$ cat src/rtl/sat_counter.sv
// Saturating up-counter; clear takes priority, then the same-cycle increment applies.
module sat_counter #(
  parameter int WIDTH = 32
) (
  input  logic             emu_clk,
  input  logic             emu_rst,
  input  logic             inc,
  input  logic             clr,
  output logic [WIDTH-1:0] q
);

  // Count register: clr zeros first, so a coincident inc leaves the value at 1.
  always_ff @(posedge emu_clk) begin
    if (emu_rst) begin
      q <= '0;
    end else if (clr) begin
      q <= inc ? WIDTH'(1) : '0;
    end else if (inc && (q != '1)) begin
      q <= q + WIDTH'(1);
    end
  end

endmodule

$ cat config.mk
export PLATFORM = sky130hd
export DESIGN_NAME = sat_counter
export DESIGN_NICKNAME = d
export VERILOG_FILES = /design/src/rtl/sat_counter.sv
export SDC_FILE = /design/constraint.sdc
export NUM_CORES = 1
export LEC_CHECK = 0
export CAP_MARGIN = 10
export CORE_MARGIN = 10
export CORE_UTILIZATION = 54
export CTS_BUF_LIST = sky130_fd_sc_hd__clkbuf_16
export CTS_CLUSTER_DIAMETER = 40
export DETAILED_ROUTE_END_ITERATION = 10
export PLACE_DENSITY = 0.89
export SYNTH_ARGS = -nofsm -noshare
export SYNTH_HDL_FRONTEND = slang
export SYNTH_SLANG_ARGS = --single-unit
$ cat constraint.sdc
create_clock -name emu_clk -period 5 [get_ports emu_clk]
set_clock_uncertainty 0.2 [all_clocks]
set_input_delay 1 -clock emu_clk [delete_from_list [all_inputs] [get_ports emu_clk]]
set_output_delay 1 -clock emu_clk [all_outputs]
set_load 0.05 [all_outputs]
==> results of run 1 <==
kinds of logic (layout without fill, tap and decap cells):
family / count (synthesis) / after routing / share of synthesized area
AO/OA/AOI/OAI: 51 / 51 / 0.1934
flip-flops: 32 / 32 / 0.3668
adder cells (fa/ha/maj): 1 / 1 / 0.007162
multiplexers: 2 / 2 / 0.01146
XOR/XNOR: 7 / 7 / 0.03510
buffers and inverters: 11 / 46 / 0.03366
AND/OR/NAND/NOR: 102 / 102 / 0.3524
report_power, final:
part	switching (W)	leakage [nW]	internal (W)	total [W]
clock network	0.000103	0.0738	0.000178	0.000282
registers	0.00000146	0.258	0.000256	0.000258
logic	0.0000123	0.383	0.00000595	0.0000183
total	0.000117	0.715	0.000441	0.000558
metrics by stage:
| stage | util | area (sq um) |
|---|---|---|
| after floorplan | - | 1747 |
| after global placement | 0.6837 | 2105 |
| after detailed placement | 0.6837 | 2105 |
| after CTS | 0.7280 | 2241 |
| after global routing | 0.7280 | 2241 |
| final | 0.7280 | 2241 |
critical path, cell delays in order:
cell,delay (ns)
clkdlybuf4s50_1,0.60
nand4_1,0.22
nor2_1,0.35
nand2_2,0.21
or4_1,0.52
a21oi_1,0.16
routing by layer:
metal	wire, microns	vias up	track usage
met2	2266	66	0.2605
met1	1966	815	0.1832
met4	71	0	0.06320
li1	-	862	-
met3	359	9	0.05594
met5	0	-	0
final cells by class:
type                            count  area [sq um]
Multi-Input combinational cell    163          1047
Fill cell                         236         837.1
Sequential cell                    32         640.6
Timing Repair Buffer               35         350.3
Clock buffer                        5         125.1
Tap cell                           44         55.05
Clock inverter                      3         11.26
Inverter                            3         11.26
synthesized netlist by cell type (2+ instances only):
master,instances
buf_6,2
o31ai_1,5
or4_1,6
o211ai_1,4
o21ai_1,8
a21oi_1,15
nor2_1,18
and2_1,3
nand4b_1,3
a21oi_2,3
nand4_1,10
nor4_1,2
clkbuf_1,4
o41ai_1,3
mux2i_1,2
nand2_1,16
dfxtp_1,32
and4_1,5
and3_1,5
inv_1,3
xnor2_1,3
buf_2,2
xor2_1,4
nor4_4,2
nand3_1,12
nand4_2,2
or3_1,12
a31oi_1,2
o21ai_0,7
final timing paths:
kind	from	to	cells after the start	slack [ns]
hold reg to reg	q[31]	q[31]	2	0.31
setup reg to reg	q[0]	q[10]	5	2.50
setup / recovery	inc	q[13]	6	1.95
hold / removal	q[31]	q[31]	2	0.31
==> qor.csv, run 1 <==
stage,metric,value,unit
status,status,finished clean,
timing,WHS,0.3054,ns
logic_synthesis,syn_area_per_cell,8.479,sq um
clock_network,CTS Hold Bufs,0,
global_routing,GRT overflow,0,
worst_setup_path,WS Path Type,primary input to flop,
global_routing,initial antenna violation count,0,
logic_synthesis,library cells used by synthesis,40,
detailed_routing,first drt pass iteration count,4,
place,placed cells,277,
timing,Final Hold Vio Count,0,
die,Initial Util,0.5675,
clock_network,maximum buffer depth of the clock tree,2,
clock_network,H-tree depth,2,
cells_and_area,"commonest cells after routing, fill and taps aside","clkdlybuf4s50_1 (35), dfxtp_1 (32), nor2_1 (18), nand2_1 (16), a21oi_1 (15)",
detailed_routing,routed vias,1752,
logic_synthesis,Synth warnings,0,
cells_and_area,largest register by flop count,q,
place,HPWL after detailed placement,3239,microns
cells_and_area,max FFs per register,32,
timing,worst relative slew slack,0.4325,
global_routing,gr usage total,0.1587,
logic_synthesis,top_reg_cell synth,dfxtp_1,
clock_network,# clock sinks,32,
pwr,leakage,0.7149,nW
detailed_routing,routed len/inst,16.36,microns
cells_and_area,diode count,0,
timing,fin. max-slew vios,0,
place,input/output buffers,35,
clock_network,Worst-path clk slew,0.05,ns
clock_network,CTS resizes,0,
logic_synthesis,number of synthesized flops with an enable pin,0,
detailed_routing,total length of routed wires,4663,microns
detailed_routing,iteration-0 DRC count of the detailed router,170,
place,Final GP Congestion,0.8672,
global_routing,largest net degree at the start of global routing,29,
global_routing,vias in the first global route,1637,
cells_and_area,layout cells sized above 1,0.07469,
worst_setup_path,Critical Path Source Type,primary input,
logic_synthesis,Area contributors post-synth,"dfxtp_1 (37%), a21oi_1 (4.3%), or3_1 (4.3%)",
logic_synthesis,"area leader, netlist",dfxtp_1,
timing,Least-Margin Pin Slew,0.8449,ns
cells_and_area,Layout Cells excl Fill,285,
min_path,Hold Path Class,flop to flop,
pwr,PD cells,249.0,mW/mm^2
logic_synthesis,async set-or-reset flop fraction in the synthesized netlist,0,
cells_and_area,Regs by FF count,q x32,
logic_synthesis,"FF+latch count, synth",32,
timing,Tcrit/Tclk final,0.6097,
cells_and_area,fin nets,245,
timing,RSZ-0062 raised after global routing,no,
clock_network,CTS Buf Count,5,
detailed_routing,Final ANT Viol Nets,0,
cells_and_area,"commonest non-fill, non-tap cell in the layout",clkdlybuf4s50_1,
clock_network,CTS tree,yes,
die,Die Area,0.005910,sq mm
timing,Tmin final,3.049,ns
die,Core Rows,20,
die,Placeable Area,0.003078,sq mm
run,max-cap check violation count,0,
pwr,Total Power,0.0005579,W
die,Die Span Y,76.88,microns
detailed_routing,routed vias/inst,6.147,
logic_synthesis,syn_nets,211,
clock_network,clock root buffer,clkbuf_16,
logic_synthesis,"Seq/Total Area, Yosys",0.3668,
timing,endpoints failing setup,0,
worst_setup_path,crit path capture type,flop,
worst_setup_path,crit-path max FO,8,
timing,Final WS setup,1.951,ns
global_routing,first-pass GRT wire length,7941,microns
logic_synthesis,post-synth top area share,0.3668,
die,IO Count,36,
clock_network,setup bufs post-CTS,0,
worst_setup_path,Critical Path RT,5.00,ns
place,Setup Slack @ Placement,1.717,ns
timing,Max Freq,328.0,MHz
logic_synthesis,Syn Std Cell Area,0.001747,sq mm
detailed_routing,DR DRC count,0,
logic_synthesis,Cells after Synth,206,
timing,setup_tns,0,ns
clock_network,"Clk Latency, worst-skew pair",0.28,ns
worst_setup_path,critical path data arrival time,3.05,ns
cells_and_area,Synth-to-Final Area Change,28.30,%
die,die width,76.88,microns
pwr,worst vdd ir,0.2354,mV
Note: power is estimated with default switching activity, not from simulation.
==> run 2: changes to the inputs <==
--- a/config.mk
+++ b/config.mk
@@ -7,11 +7,11 @@
 export LEC_CHECK = 0
 export CAP_MARGIN = 10
 export CORE_MARGIN = 10
-export CORE_UTILIZATION = 54
+export CORE_UTILIZATION = 46
 export CTS_BUF_LIST = sky130_fd_sc_hd__clkbuf_16
 export CTS_CLUSTER_DIAMETER = 40
 export DETAILED_ROUTE_END_ITERATION = 10
-export PLACE_DENSITY = 0.89
+export PLACE_DENSITY = 0.81
 export SYNTH_ARGS = -nofsm -noshare
 export SYNTH_HDL_FRONTEND = slang
 export SYNTH_SLANG_ARGS = --single-unit
==> constraint.sdc (replaced) <==
create_clock -name emu_clk -period 2.8 [get_ports emu_clk]
set_clock_uncertainty 0.2 [all_clocks]
set_input_delay 0.56 -clock emu_clk [delete_from_list [all_inputs] [get_ports emu_clk]]
set_output_delay 0.56 -clock emu_clk [all_outputs]
set_load 0.05 [all_outputs]
==> qor.csv, run 2 (synthesis gave the netlist of run 1 again) <==
stage,metric,value,unit,change
status,status,finished clean,,
clock_network,H-tree depth,2,,unchanged
die,IO Count,36,,unchanged
detailed_routing,first drt pass iteration count,4,,unchanged
cells_and_area,fillers,334,,+42%
global_routing,first-pass GRT wire length,7555,microns,-4.9%
cells_and_area,fin nets,251,,+2.4%
worst_setup_path,critical path data arrival time,2.46,ns,-0.59 ns
cells_and_area,largest register by flop count,q,,
clock_network,setup bufs post-CTS,0,,unchanged
clock_network,"Clk Latency, worst-skew pair",0.28,ns,about the same
timing,Final Hold Vio Count,0,,unchanged
cells_and_area,area occupied by multi-input gates,0.001047,sq mm,unchanged
detailed_routing,iteration-0 DRC count of the detailed router,123,,-28%
run,max-cap check violation count,0,,unchanged
cells_and_area,"commonest non-fill, non-tap cell in the layout",clkdlybuf4s50_1,,
timing,Tmin final,2.456,ns,
min_path,hold depth,2,,unchanged
worst_setup_path,WS Path Type,primary input to flop,,
pwr,worst vdd ir,0.3185,mV,+35%
global_routing,largest net degree at the start of global routing,27,,-6.9%
worst_setup_path,crit-path max FO,8,,unchanged
timing,Tcrit/Tclk final,0.8772,,
die,Placeable Area,0.003661,sq mm,+19%
global_routing,GRT overflow,0,,unchanged
cells_and_area,layout cells sized above 1,0.09717,,+0.02248
detailed_routing,routed vias/inst,5.912,,-3.8%
die,die width,81.62,microns,+6.2%
clock_network,clock root buffer,clkbuf_16,,
timing,setup_tns,0,ns,unchanged
global_routing,gr usage total,0.1404,,-0.01829
timing,endpoints failing setup,0,,unchanged
timing,worst relative slew slack,0.6586,,+0.2261
die,Die Span Y,81.62,microns,+6.2%
timing,fin. max-slew vios,0,,unchanged
clock_network,# clock sinks,32,,unchanged
timing,Max Freq,407.1,MHz,
clock_network,CTS resizes,0,,unchanged
clock_network,Worst-path clk slew,0.05,ns,about the same
detailed_routing,Final ANT Viol Nets,0,,unchanged
timing,RSZ-0062 raised after global routing,no,,
cells_and_area,Regs by FF count,q x32,,
pwr,PD cells,436.2,mW/mm^2,+75%
worst_setup_path,Critical Path Source Type,primary input,,
die,Core Rows,22,,+10%
worst_setup_path,Critical Path RT,2.81,ns,-2.19 ns
detailed_routing,DR DRC count,0,,unchanged
cells_and_area,"commonest cells after routing, fill and taps aside","clkdlybuf4s50_1 (35), dfxtp_1 (32), nor2_1 (18), nand2_1 (16), a21oi_1 (15)",,
timing,Least-Margin Pin Slew,0.5105,ns,-0.3344 ns
clock_network,CTS tree,yes,,
detailed_routing,routed vias,1744,,-0.46%
min_path,worst hold start,q[31],,
die,Die Area,0.006662,sq mm,+13%
cells_and_area,Reg area,640.6,sq um,unchanged
cells_and_area,max FFs per register,32,,unchanged
place,input/output buffers,35,,unchanged
min_path,hold endpoint,q[31],,
global_routing,vias in the first global route,1569,,-4.2%
die,Initial Util,0.4771,,-0.09038
global_routing,initial antenna violation count,0,,unchanged
detailed_routing,total length of routed wires,4450,microns,-4.6%
place,Final GP Congestion,0.8381,,-3.4%
timing,WHS,0.2987,ns,-0.006653 ns
clock_network,CTS Hold Bufs,0,,unchanged
clock_network,CTS Buf Count,5,,unchanged
cells_and_area,diode count,0,,unchanged
worst_setup_path,crit path capture type,flop,,
worst_setup_path,R2R setup slack,0.61,ns,-1.89 ns
detailed_routing,routed len/inst,15.08,microns,-7.8%
cells_and_area,Synth-to-Final Area Change,31.16,%,
min_path,Hold Path Class,flop to flop,,
worst_setup_path,worst flop-to-flop path startpoint,q[0],,
worst_setup_path,R2R Path End,q[2],,
place,HPWL after detailed placement,3192,microns,-1.4%
clock_network,maximum buffer depth of the clock tree,2,,unchanged
pwr,leakage,0.7447,nW,+4.2%
worst_setup_path,Reg2Reg Depth,6,,+1
==> run 2: cell count changes in the layout (fill, tap and decap cells not counted), sizes merged <==
cell | previous run | this run
buf | 0 | 6
==> run 2: final cells by class <==
type	instances	area share
Multi-Input combinational cell	163	0.4571
Sequential cell	32	0.2796
Timing Repair Buffer	41	0.1726
Clock buffer	5	0.05461
Tap cell	48	0.02622
Clock inverter	3	0.004915
Inverter	3	0.004915
==> run 2: how the worst max path moves through the flow <==
stage               startpoint     to
floorplan                 q[6]   q[7]
global placement           inc  q[13]
detailed placement         inc  q[13]
CTS                        inc  q[13]
global route               inc  q[13]
finish                     inc  q[13]
==> run 2: report_power, final <==
| group | leakage, nW | internal [W] | total (W) | switching [W] |
|---|---|---|---|---|
| registers | 0.258 | 0.000458 | 0.000460 | 0.00000256 |
| clock network | 0.0738 | 0.000319 | 0.000503 | 0.000184 |
| logic | 0.413 | 0.0000142 | 0.0000366 | 0.0000224 |
==> run 2: critical path, stage by stage <==
cell,delay [ns]
clkdlybuf4s50_1,0.48
nand4_1,0.18
nor2_1,0.38
nand2_2,0.20
or4_1,0.50
a21oi_1,0.15
==> run 2: metal layers <==
layer / GRT usage / vias to the layer above / share of wire
li1: - / 866 / -
met1: 0.1729 / 832 / 0.44
met2: 0.2180 / 39 / 0.46
met3: 0.05895 / 7 / 0.078
met4: 0.04422 / 0 / 0.012
met5: 0 / - / 0
==> run 2: per-stage QoR <==
step | setup slack (ns) | utilization | cell area, sq um | power, W | instances
after detailed placement | 0.1097 | 0.5885 | 2155 | 0.0005061 | 287
after global routing | 0.2242 | 0.6258 | 2291 | 0.001029 | 295
after CTS | 0.3417 | 0.6258 | 2291 | 0.001005 | 295
after floorplan | 0.4564 | - | 1747 | 0.0004899 | 206
after global placement | 0.2436 | 0.5885 | 2155 | 0.0005055 | 287
final | 0.3437 | 0.6258 | 2291 | 0.0009992 | 295
==> run 3: changes to the inputs <==
--- a/config.mk
+++ b/config.mk
@@ -8,7 +8,6 @@
 export CAP_MARGIN = 10
 export CORE_MARGIN = 10
 export CORE_UTILIZATION = 46
-export CTS_BUF_LIST = sky130_fd_sc_hd__clkbuf_16
 export CTS_CLUSTER_DIAMETER = 40
 export DETAILED_ROUTE_END_ITERATION = 10
 export PLACE_DENSITY = 0.81
==> constraint.sdc (replaced) <==
create_clock -name emu_clk -period 2.2 [get_ports emu_clk]
set_clock_uncertainty 0.2 [all_clocks]
set_input_delay 0.44 -clock emu_clk [delete_from_list [all_inputs] [get_ports emu_clk]]
set_output_delay 0.44 -clock emu_clk [all_outputs]
set_load 0.05 [all_outputs]
==> qor.csv, run 3 (synthesis gave the netlist of run 1 again) <==
stage,metric,value,unit,change
die,Die Area,0.006662,sq mm,unchanged
timing,endpoints failing setup,0,,unchanged
status,status,finished clean,,
timing,Least-Margin Pin Slew,0.5167,ns,+0.006180 ns
clock_network,CTS Hold Bufs,0,,unchanged
global_routing,initial antenna violation count,0,,unchanged
pwr,leakage,0.8414,nW,+13%
global_routing,first-pass GRT wire length,7293,microns,-3.5%
cells_and_area,final instance area,0.002349,sq mm,+2.5%
worst_setup_path,critical path data arrival time,1.47,ns,-0.99 ns
timing,Max Freq,474.3,MHz,
worst_setup_path,"CP delay by family, top",buffers and inverters,,
timing,Final Hold Vio Count,0,,unchanged
die,IO Count,36,,unchanged
worst_setup_path,"Buf+Inv Stages, Crit Path",1,,unchanged
place,Final GP Congestion,0.8694,,+3.7%
cells_and_area,diode count,0,,unchanged
detailed_routing,routed len/inst,14.29,microns,-5.3%
detailed_routing,first drt pass iteration count,4,,unchanged
clock_network,clock root buffer,clkbuf_8,,
place,HPWL after detailed placement,3439,microns,+7.7%
detailed_routing,routed vias/inst,5.640,,-4.6%
detailed_routing,routed vias,1754,,+0.57%
cells_and_area,area occupied by multi-input gates,0.001050,sq mm,+0.24%
cells_and_area,Regs by FF count,q x32,,
cells_and_area,max FFs per register,32,,unchanged
global_routing,largest net degree at the start of global routing,22,,-19%
clock_network,maximum buffer depth of the clock tree,2,,unchanged
timing,Tmin final,2.109,ns,
die,Core Rows,22,,unchanged
worst_setup_path,Worst path max stage delay,0.82,ns,+0.32 ns
worst_setup_path,crit path capture type,primary output,,
cells_and_area,post-layout util,0.6415,,+0.01572
clock_network,Worst-path clk slew,0.06,ns,about the same
cells_and_area,fin nets,268,,+6.8%
clock_network,"Clk Latency, worst-skew pair",0.28,ns,about the same
pwr,worst vdd ir,0.2867,mV,-10%
detailed_routing,DR DRC count,0,,unchanged
timing,worst relative slew slack,0.6544,,-0.004133
die,Initial Util,0.4771,,unchanged
run,max-cap check violation count,0,,unchanged
place,input/output buffers,35,,unchanged
cells_and_area,"commonest cells after routing, fill and taps aside","buf_4 (40), nor2_1 (18), clkdlybuf4s50_1 (18), dfxtp_2 (17)",,
timing,Final WS setup,0.09147,ns,-0.2522 ns
worst_setup_path,Crit-path slowest cell,clkdlybuf4s50_1,,
global_routing,vias in the first global route,1608,,+2.5%
worst_setup_path,WS Path Type,flop to primary output,,
cells_and_area,Synth-to-Final Area Change,34.46,%,
cells_and_area,layout cells sized above 1,0.3004,,+0.2032
detailed_routing,iteration-0 DRC count of the detailed router,168,,+37%
die,die width,81.62,microns,unchanged
worst_setup_path,crit-path max FO,6,,-2
cells_and_area,"commonest non-fill, non-tap cell in the layout",buf_4,,
global_routing,gr usage total,0.1349,,-0.005491
timing,Tcrit/Tclk final,0.9584,,
cells_and_area,Reg area,669.4,sq um,+4.5%
die,Die Span Y,81.62,microns,unchanged
clock_network,CTS tree,yes,,
cells_and_area,largest register by flop count,q,,
detailed_routing,total length of routed wires,4445,microns,-0.11%
detailed_routing,Final ANT Viol Nets,0,,unchanged
clock_network,CTS Buf Count,5,,unchanged
worst_setup_path,crit-path cells,clkdlybuf4s50_1,,
die,Placeable Area,0.003661,sq mm,unchanged
clock_network,# clock sinks,32,,unchanged
timing,fin. max-slew vios,0,,unchanged
pwr,Total Power,0.001050,W,+5.1%
pwr,PD cells,447.1,mW/mm^2,+2.5%
place,Setup Slack @ Placement,-0.1976,ns,-0.3073 ns
global_routing,GRT overflow,0,,unchanged
clock_network,H-tree depth,2,,unchanged
place,Placed Area,0.002256,sq mm,+4.7%
min_path,Hold Path Class,flop to flop,,
worst_setup_path,Critical Path RT,1.56,ns,-1.25 ns
worst_setup_path,Critical Path Source Type,flop,,
timing,RSZ-0062 raised after global routing,no,,
cells_and_area,fillers,341,,+2.1%
run 3: repair_timing:
item                                   CTS  global route
gates resized for setup                  0             3
setup endpoints to repair                0             3
buffers inserted                         0             1
endpoints found under the hold margin    0             0
run 3: through the flow:
| stage | setup TNS [ns] | hold WS, ns | instances |
|---|---|---|---|
| after floorplan | 0 | 0.3017 | 206 |
| final | 0 | 0.2936 | 311 |
| after global placement | -1.453 | 0.2707 | 303 |
| after global routing | 0 | 0.3118 | 311 |
| after detailed placement | -1.970 | 0.2855 | 303 |
| after CTS | 0 | 0.2984 | 310 |
run 3: final cells by class:
| class | instances | area share |
|---|---|---|
| multi-input combinational | 163 | 0.4470 |
| sequential | 32 | 0.2850 |
| timing repair buffer | 58 | 0.2046 |
| clock buffer | 6 | 0.03090 |
| tap | 48 | 0.02557 |
| inverter | 3 | 0.004795 |
| clock inverter | 1 | 0.002131 |
run 3: worst min-delay path: cells and delay by family, from the launching register on:
kind	cells	cell delay [ns]
flip-flops	1	0.34
AO/OA/AOI/OAI	2	0.12
run 3: power breakdown:
| group | switching (W) | internal [W] | total (W) |
|---|---|---|---|
| logic | 0.0000294 | 0.0000224 | 0.0000518 |
| registers | 0.00000317 | 0.000580 | 0.000583 |
| clock network | 0.000201 | 0.000215 | 0.000415 |
run 3: routing by layer:
layer | vias up | track usage | wire length (microns)
met5 | - | 0 | 0
met4 | 0 | 0.04252 | 21
met3 | 4 | 0.04367 | 303
met2 | 44 | 0.2180 | 2110
met1 | 806 | 0.1669 | 2010
li1 | 900 | - | -
run 3: worst paths after layout:
kind              start     to  slack, ns  depth (start not counted)
setup reg to reg   q[0]  q[30]       0.13                          7
hold reg to reg   q[27]  q[27]       0.29                          2
hold / removal    q[27]  q[27]       0.29                          2
setup / recovery  q[10]  q[10]       0.09                          1
